===== src/rtl/avalon_st_pkg.sv =====
// Shared types for the Avalon-ST skid stage: buffer state and the beat record.
// Latency: n/a (types only).
// Backpressure: n/a (types only).
//
// BEAT_BYTES sizes the beat struct. Any module that stores beats must be
// parameterised with a matching DATA_WIDTH_IN_BYTES.
package avalon_st_pkg;

    localparam int BEAT_BYTES = 16;
    localparam int EMPTY_W    = (BEAT_BYTES > 1) ? $clog2(BEAT_BYTES) : 1;

    typedef enum logic [1:0] {
        EMPTY = 2'd0,
        ONE   = 2'd1,
        FULL  = 2'd2
    } skid_state_t;

    typedef struct packed {
        logic [BEAT_BYTES*8-1:0] data;
        logic                    sop;
        logic                    eop;
        logic [EMPTY_W-1:0]      empty;
    } avalon_st_beat_t;

endpackage


===== src/rtl/avalon_st_if.sv =====
// Avalon-ST stream bundle: payload, framing, byte-empty count, valid/rdy handshake.
// Latency: n/a (wiring only).
// Backpressure: the master holds a beat while rdy from the slave is low.
//
// master: drives data/sop/eop/empty/valid and samples rdy.
// slave : samples data/sop/eop/empty/valid and drives rdy.
interface avalon_st_if #(
    parameter int DATA_WIDTH_IN_BYTES = 16
);
    localparam int EW = (DATA_WIDTH_IN_BYTES > 1) ? $clog2(DATA_WIDTH_IN_BYTES) : 1;

    logic [DATA_WIDTH_IN_BYTES*8-1:0] data;
    logic                             sop;
    logic                             eop;
    logic [EW-1:0]                    empty;
    logic                             valid;
    logic                             rdy;

    modport master (output data, output sop, output eop, output empty, output valid, input rdy);
    modport slave  (input data, input sop, input eop, input empty, input valid, output rdy);

endinterface


===== src/rtl/avalon_st_protocol_checker.sv =====
// Packet framing checker: tracks in_packet and raises a sticky protocol_err.
// Latency: protocol_err rises the cycle after the offending accepted beat.
// Backpressure: none; purely observes accepted beats.
//
// Ports: clk, rst (async active-low), beat_accept (beat taken this cycle),
//        sop/eop of that beat, clear_stats (sync clear of the flag),
//        protocol_err (sticky output).
module avalon_st_protocol_checker (
    input  logic clk,
    input  logic rst,
    input  logic beat_accept,
    input  logic sop,
    input  logic eop,
    input  logic clear_stats,
    output logic protocol_err
);

    logic in_packet;
    logic violation;

    // A sop inside a packet, or a non-sop beat outside one, is a framing error.
    assign violation = beat_accept && ((sop && in_packet) || (!sop && !in_packet));

    always_ff @(posedge clk or negedge rst) begin
        if (!rst) begin
            in_packet    <= 1'b0;
            protocol_err <= 1'b0;
        end else begin
            // eop always closes the packet, so sop&&eop leaves in_packet clear.
            if (beat_accept) begin
                if (eop) begin
                    in_packet <= 1'b0;
                end else if (sop) begin
                    in_packet <= 1'b1;
                end
            end

            // clear_stats wins over a same-cycle violation; it does not touch in_packet.
            if (clear_stats) begin
                protocol_err <= 1'b0;
            end else if (violation) begin
                protocol_err <= 1'b1;
            end
        end
    end

endmodule


===== src/rtl/avalon_st_skid_stage.sv =====
// Two-entry registered skid buffer on an Avalon-ST stream, with packet counter and framing check.
// Latency: 1 cycle from input accept to msg_out.valid when empty; 1 beat/cycle sustained.
// Backpressure: msg_in.rdy = !FULL from registered state only; no comb path from msg_out.rdy.
//
// Ports: clk, rst (async active-low), msg_in (slave stream), msg_out (master stream),
//        clear_stats (sync clear of pkt_count/protocol_err),
//        pkt_count (eop beats sent, saturating), protocol_err (sticky framing flag).
module avalon_st_skid_stage
    import avalon_st_pkg::*;
#(
    parameter int DATA_WIDTH_IN_BYTES = BEAT_BYTES,
    parameter int COUNT_WIDTH         = 32
) (
    input  logic                   clk,
    input  logic                   rst,
    avalon_st_if.slave             msg_in,
    avalon_st_if.master            msg_out,
    input  logic                   clear_stats,
    output logic [COUNT_WIDTH-1:0] pkt_count,
    output logic                   protocol_err
);

    skid_state_t     state;
    avalon_st_beat_t main_q;
    avalon_st_beat_t skid_q;
    avalon_st_beat_t in_beat;
    logic            in_accept;
    logic            out_accept;

    assign in_beat.data  = msg_in.data[DATA_WIDTH_IN_BYTES*8-1:0];
    assign in_beat.sop   = msg_in.sop;
    assign in_beat.eop   = msg_in.eop;
    assign in_beat.empty = msg_in.empty;

    // Both handshake terms decode only from the state register.
    assign msg_in.rdy    = (state != FULL);
    assign msg_out.valid = (state != EMPTY);

    assign in_accept  = msg_in.valid && (state != FULL);
    assign out_accept = (state != EMPTY) && msg_out.rdy;

    assign msg_out.data  = main_q.data;
    assign msg_out.sop   = main_q.sop;
    assign msg_out.eop   = main_q.eop;
    assign msg_out.empty = main_q.empty;

    always_ff @(posedge clk or negedge rst) begin
        if (!rst) begin
            state  <= EMPTY;
            main_q <= '0;
            skid_q <= '0;
        end else begin
            case (state)
                EMPTY: begin
                    if (in_accept) begin
                        main_q <= in_beat;
                        state  <= ONE;
                    end
                end
                ONE: begin
                    if (in_accept && out_accept) begin
                        main_q <= in_beat;
                    end else if (in_accept) begin
                        // Consumer stalled in the same cycle rdy was already promised.
                        skid_q <= in_beat;
                        state  <= FULL;
                    end else if (out_accept) begin
                        state <= EMPTY;
                    end
                end
                FULL: begin
                    // rdy is low here, so only the drain side can move.
                    if (out_accept) begin
                        main_q <= skid_q;
                        state  <= ONE;
                    end
                end
                default: begin
                    state <= EMPTY;
                end
            endcase
        end
    end

    always_ff @(posedge clk or negedge rst) begin
        if (!rst) begin
            pkt_count <= '0;
        end else if (clear_stats) begin
            pkt_count <= '0;
        end else if (out_accept && main_q.eop && (pkt_count != {COUNT_WIDTH{1'b1}})) begin
            pkt_count <= pkt_count + 1'b1;
        end
    end

    avalon_st_protocol_checker u_checker (
        .clk          (clk),
        .rst          (rst),
        .beat_accept  (in_accept),
        .sop          (msg_in.sop),
        .eop          (msg_in.eop),
        .clear_stats  (clear_stats),
        .protocol_err (protocol_err)
    );

endmodule

===== src/flat_wrapper.sv =====
// flat-port wrapper written by rule: the top's interface ports become plain ports
module avalon_st_skid_stage_flat import avalon_st_pkg::*;
#(
    parameter int DATA_WIDTH_IN_BYTES = BEAT_BYTES,
    parameter int COUNT_WIDTH         = 32
)
  (clk, rst, clear_stats, pkt_count, protocol_err, msg_in_data, msg_in_sop, msg_in_eop, msg_in_empty, msg_in_valid, msg_in_rdy, msg_out_data, msg_out_sop, msg_out_eop, msg_out_empty, msg_out_valid, msg_out_rdy);
  avalon_st_if #(.DATA_WIDTH_IN_BYTES(DATA_WIDTH_IN_BYTES)) msg_in_i ();
  avalon_st_if #(.DATA_WIDTH_IN_BYTES(DATA_WIDTH_IN_BYTES)) msg_out_i ();
  input  logic clk;
  input  logic rst;
  input  logic clear_stats;
  output logic [COUNT_WIDTH-1:0] pkt_count;
  output logic protocol_err;
  input wire logic [$bits(msg_in_i.data)-1:0] msg_in_data;
  input wire logic [$bits(msg_in_i.sop)-1:0] msg_in_sop;
  input wire logic [$bits(msg_in_i.eop)-1:0] msg_in_eop;
  input wire logic [$bits(msg_in_i.empty)-1:0] msg_in_empty;
  input wire logic [$bits(msg_in_i.valid)-1:0] msg_in_valid;
  output wire logic [$bits(msg_in_i.rdy)-1:0] msg_in_rdy;
  output wire logic [$bits(msg_out_i.data)-1:0] msg_out_data;
  output wire logic [$bits(msg_out_i.sop)-1:0] msg_out_sop;
  output wire logic [$bits(msg_out_i.eop)-1:0] msg_out_eop;
  output wire logic [$bits(msg_out_i.empty)-1:0] msg_out_empty;
  output wire logic [$bits(msg_out_i.valid)-1:0] msg_out_valid;
  input wire logic [$bits(msg_out_i.rdy)-1:0] msg_out_rdy;
  assign msg_in_i.data = msg_in_data;
  assign msg_in_i.sop = msg_in_sop;
  assign msg_in_i.eop = msg_in_eop;
  assign msg_in_i.empty = msg_in_empty;
  assign msg_in_i.valid = msg_in_valid;
  assign msg_in_rdy = msg_in_i.rdy;
  assign msg_out_data = msg_out_i.data;
  assign msg_out_sop = msg_out_i.sop;
  assign msg_out_eop = msg_out_i.eop;
  assign msg_out_empty = msg_out_i.empty;
  assign msg_out_valid = msg_out_i.valid;
  assign msg_out_i.rdy = msg_out_rdy;
  avalon_st_skid_stage #(.DATA_WIDTH_IN_BYTES(DATA_WIDTH_IN_BYTES), .COUNT_WIDTH(COUNT_WIDTH)) u_core (.clk(clk), .rst(rst), .msg_in(msg_in_i), .msg_out(msg_out_i), .clear_stats(clear_stats), .pkt_count(pkt_count), .protocol_err(protocol_err));
endmodule

===== config.mk =====
export PLATFORM = sky130hd
export DESIGN_NAME = avalon_st_skid_stage_flat
export DESIGN_NICKNAME = d
export VERILOG_FILES = /design/src/rtl/avalon_st_pkg.sv /design/src/rtl/avalon_st_if.sv /design/src/rtl/avalon_st_protocol_checker.sv /design/src/rtl/avalon_st_skid_stage.sv /design/src/flat_wrapper.sv
export SDC_FILE = /design/constraint.sdc
export NUM_CORES = 1
export LEC_CHECK = 0
export CORE_ASPECT_RATIO = 1.4
export CORE_MARGIN = 2
export CORE_UTILIZATION = 54
export CTS_CLUSTER_DIAMETER = 100
export DETAILED_ROUTE_END_ITERATION = 16
export PLACE_DENSITY = 0.93
export SYNTH_ARGS = -nofsm -noshare
export SYNTH_HDL_FRONTEND = slang
export SYNTH_SLANG_ARGS = --single-unit

===== constraint.sdc =====
create_clock -name clk -period 4.1 [get_ports clk]
set_input_delay 1.23 -clock clk [delete_from_list [all_inputs] [get_ports clk]]
set_output_delay 1.23 -clock clk [all_outputs]
set_load 0.01 [all_outputs]

Word level (Yosys, flattened, before mapping). Index checks and enable logic that the tools add are counted. Widths: inputs -> output; s select.

Bitwise gates (word level): 1. $add $sub $neg: 1. Equality and inequality tests: 9. Reduce and logical (&&, ||, !) cells: 21. Muxes and demuxes: 16.

Operators with widths (number): $mux 134 (3); $pmux 134 s3 (1); $mux 32 (2); $add 32x1->32 const B (1); $ne 32x32->1 const B (1); $mux 2 (5); $logic_and 1x1->1 (8); $reduce_and 4->1 (2); $reduce_bool 2->1 (4); $ne 2x1->1 const B (3); $pmux 2 s3 (1); $mux 1 (4); $ne 2x2->1 const B (2); $ne 3x1->1 const B (1); $reduce_and 3->1 (1); $reduce_bool 3->1 (1); $eq 2x1->1 const B (1); $eq 2x2->1 const B (1); $logic_not 1->1 (2); $logic_not 2->1 (1); $reduce_and 2->1 (1); $logic_or 1x1->1 (1); $not 1->1 (1).

Flip-flop bits (word level): 304. Input bits: 139.

Longest topological paths before layout.
Depth in word-level cells: 6. Depth in mapped cells: 8. Gate-level depth less buffers: 6.

By module. Synthesis repeated with hierarchy kept, for this count alone.

Cell total of the unflattened synthesis: 1243. Area total of the unflattened synthesis: 12986.2 µm².

Modules (own cells, without submodules): avalon_st_skid_stage (times used 1, sequential area each 7557.2 µm², cells each 1235, area each 12901.1 µm²); avalon_st_protocol_checker (times used 1, sequential area each 50.0 µm², cells each 8, area each 85.1 µm²).

Worst setup path before layout. Ideal clock, no wire load.

Kind: input-to-reg. Start point: in msg_in_valid. End point: reg u_core.skid_q[25] (netlist bit). Setup slack: 1.302 ns. Arrival: 2.673 ns. Stages on the path: 6. Path buffers: 4. Setup time: 0.125 ns. Path through: clkbuf_1 nor4bb_1 clkbuf_1 buf_2 buf_4 mux2_2.

Cells in the longest elaborated chain, start to end: 4.

Ends and longest elaborated chain: start: declaration (line flat_wrapper.sv:19) `input wire logic [$bits(msg_in_i.valid)-1:0] msg_in_valid;`; $logic_and 1x1->1 (*) (line avalon_st_skid_stage.sv:39) `assign in_accept = msg_in.valid && (state != FULL);`; $logic_and 1x1->1 (line avalon_st_skid_stage.sv:61) `if (in_accept && out_accept) begin`; $not 1->1 (no source line); $reduce_and 3->1 (no source line) (*); end signal: assignment (line avalon_st_skid_stage.sv:65) `skid_q <= in_beat;`; end: declaration (line avalon_st_skid_stage.sv:25) `avalon_st_beat_t skid_q;`.

Every way passes the cells marked *; elsewhere a longest branch is shown, timed or not. A chain may end at the register's enable or synchronous reset.

Final worst setup path.
Start point: reg u_core.state[0]. End point: out msg_out_valid.

Cells in the longest elaborated chain, start to end: 1.

Ends and longest elaborated chain: start: declaration (line avalon_st_skid_stage.sv:23) `skid_state_t state;`; start signal: assignment (line avalon_st_skid_stage.sv:49) `state <= EMPTY;`; start signal: assignment (line avalon_st_skid_stage.sv:57) `state <= ONE;`; start signal: assignment (line avalon_st_skid_stage.sv:66) `state <= FULL;`; $reduce_bool 2->1 (line avalon_st_skid_stage.sv:37) `assign msg_out.valid = (state != EMPTY);`; end: declaration (line flat_wrapper.sv:25) `output wire logic [$bits(msg_out_i.valid)-1:0] msg_out_valid;`.

Every way passes these cells.

==> flow_summary_export.csv <==
group,metric,value,unit
yosys,syn_area_per_cell,10.5,um^2
clock_network,cts.htree.levels,1,
timing,setup_violations,0,
final_layout,fin_cells,1855,
routing,routedWlPerCell,19.0,um
final_layout,drive_gt1_frac,0.144,
timing,fin_crit,3130,ps
die,die-height,188,um
place,port_buffers,307,
routing,drt_iter0_drc,767,
power_and_ir_drop,p_sw_frac,0.287,
worst_setup_path,crit_type,"reg -> out",
clock_network,clk_latency,550,ps
yosys,synth_nets,1387,
routing,drc,0,
timing,slew_violations,0,
die,die-area,25400,um^2
worst_setup_path,cp-start-kind,"flop",
yosys,synth_edf_count,0,
timing,fin_setup_tns,0,ps
timing,fin_skew,25.3,ps
worst_setup_path,r2r_setup_slack,1330,ps
yosys,syn-cell-area,13000,um^2
routing,drtAntennaViolNets,0,
worst_setup_path,worst-path-max-fanout,8,
grt,grt.total_usage,0.274,
final_layout,final_common_cell,"clkdlybuf4s50_1",
yosys,synth_ff_type,"dfrtp_1",
final_layout,mostFrequentLayoutCells,"clkdlybuf4s50_1, dfrtp_1, nand2_1",
worst_setup_path,worstPathRequired,2870,ps
power_and_ir_drop,power_frac_comb,0.266,
die,start_util,0.548,
yosys,ys_types,47,
clock_network,cts_tree,"built",
yosys,synth_warnings,0,
timing,layout_worst_path_cycle_share,0.763,
clock_network,clkTransAtPathRegs,70,ps
worst_setup_path,end_kind,"output pin",
grt,grt_first_pass_wirelength,56.3,mm
place,place_congestion,0.864,
clock_network,cts_root_buffer,"clkbuf_16",
run_status,outcome,"completed",
grt,grt_max_degree,159,
power_and_ir_drop,peakVddDrop,0.000412,V
die,fp.dieW,135,um
yosys,syn_inst,1247,
final_layout,area_growth,33.9,%
place,place_inst,1791,
worst_hold_path,worstHoldStart,"u_core.u_checker.protocol_err",
grt,grt_pass1_vias,11130,
power_and_ir_drop,seqPwrFrac,0.440,
grt,antenna_found_initial,13,
timing,maxSlewHeadroom,0.375,
die,rows,67,
clock_network,cts_buffers,29,
routing,via_per_inst,5.80,
die,fp.coreArea,23800,um^2
worst_setup_path,cp-startpoint,"u_core.state[0]",
clock_network,cts_hold_buf,0,
routing,vias,10753,
power_and_ir_drop,clock_power_share,0.294,
clock_network,cts_resized,0,
yosys,synth-async-reset-ratio,1.00,
routing,wl,35.2,mm
worst_setup_path,r2r-start,"u_core.state[1]",
power_and_ir_drop,power.internal,0.00724,W
routing,dr.pass1.iters,6,
yosys,synth_seq_cells,304,
flow_run,drv_cap,0,
final_layout,nNetsFinal,1652,
yosys,ys_seq_area_frac,0.583,
timing,worstMarginPinSlew,937,ps
power_and_ir_drop,p_leak,7.19,nW
clock_network,post-cts-setup-buffers,0,
timing,hold_viol_final,0,
worst_hold_path,hp-class,"reg -> reg",
grt,grt-ovfl-total,0,
place,hpwl,22.5,mm
power_and_ir_drop,powerDensity,582,nW/um^2
timing,fmax,320,MHz
worst_setup_path,critical_path_arrival,1900,ps
timing,rsz0062_at_grt,"false",
clock_network,cts_buffer_depth,3,
die,top_level_ports,308,
power_and_ir_drop,p_switching,0.00291,W
clock_network,cts.sinks,304,
## through the flow
stage | hold WS (ps) | total power (W) | setup slack, ps | instance area (um^2) | utilization
3_5_place_dp | 485 | 0.00720 | 548 | 16400 | 0.687
4_1_cts | 500 | 0.0102 | 944 | 17400 | 0.732
3_3_place_gp | 477 | 0.00702 | 576 | 16400 | 0.687
6_report | 502 | 0.0102 | 972 | 17500 | 0.733
5_1_grt | 516 | 0.0106 | 906 | 17500 | 0.733
2_1_floorplan | 480 | 0.00575 | 1300 | 13000 | -
## state kept, by name, summed over array words and instances, names as in the netlist
signal	cells
u_core.msg_out.eop	1
u_core.pkt_count	32
u_core.msg_out.data	128
u_core.u_checker.in_packet	1
u_core.u_checker.protocol_err	1
u_core.msg_out.sop	1
u_core.skid_q	134
u_core.state	2
u_core.msg_out.empty	4
## Yosys cell counts, types with 7 or more instances
cell type | instances | area share
mux2_2 | 140 | 0.12
nand3_1 | 15 | 0.0058
and3_1 | 7 | 0.0034
nand4_1 | 9 | 0.0043
buf_2 | 20 | 0.0077
buf_4 | 8 | 0.0046
a21oi_1 | 24 | 0.0092
o21ai_0 | 17 | 0.0065
or3_1 | 17 | 0.0082
nand2_1 | 281 | 0.081
dfrtp_1 | 304 | 0.58
nor2b_1 | 7 | 0.0034
a31oi_1 | 138 | 0.066
nor2_1 | 147 | 0.042
clkbuf_1 | 56 | 0.016
## power groups by stage
stage / logic, W / clock network (W) / registers, W
after global placement: 0.00260 / 0 / 0.00442
after global routing: 0.00291 / 0.00315 / 0.00457
final: 0.00270 / 0.00298 / 0.00447
after CTS: 0.00272 / 0.00302 / 0.00446
after floorplan: 0.00119 / 0 / 0.00456
after detailed placement: 0.00270 / 0 / 0.00450
## worst max-delay path: stages (launching register included)
cell and delay (ps):
dfrtp_1 520, or2_2 370, clkdlybuf4s50_1 480
## final timing paths
path / endpoint / cells after the start
worst min register to register: u_core.u_checker.protocol_err / 2
worst min-delay path: u_core.u_checker.protocol_err / 2
min in group asynchronous: u_core.msg_out.data[104] / 1
worst max-delay path: msg_out_valid / 2
max in group asynchronous: u_core.skid_q[104] / 2
worst max register to register: u_core.msg_out.data[127] / 6
## logic make-up (layout without fill, tap and decap cells)
| logic type | count (synthesis) | after routing | share of synthesized area |
|---|---|---|---|
| mux | 141 | 141 | 0.122 |
| flops | 304 | 304 | 0.583 |
| xor+xnor | 3 | 3 | 0.00202 |
| fa+ha+maj | 1 | 1 | 0.000959 |
| buf+inv | 89 | 376 | 0.0299 |
| compound gates | 196 | 196 | 0.0942 |
| simple gates | 513 | 513 | 0.168 |
| other cells | 0 | 11 | 0 |
## final cells by class
type | instances | area [um^2]
flip-flops and latches | 304 | 7610
fillers | 1550 | 6350
multi-input cells | 854 | 5080
repair buffers | 322 | 3280
clock buffers | 35 | 788
well taps | 310 | 388
clock inverters | 18 | 283
diodes | 11 | 27.5
inverters | 1 | 6.26
## metal layers
layer / part of all wire / vias to the layer above / track usage
met3: 0.069 / 148 / 0.0616
li1: - / 4866 / -
met2: 0.50 / 447 / 0.458
met5: 0.00085 / - / 0
met4: 0.064 / 4 / 0.172
met1: 0.36 / 5288 / 0.318
Note: power is estimated with default switching activity, not from simulation.
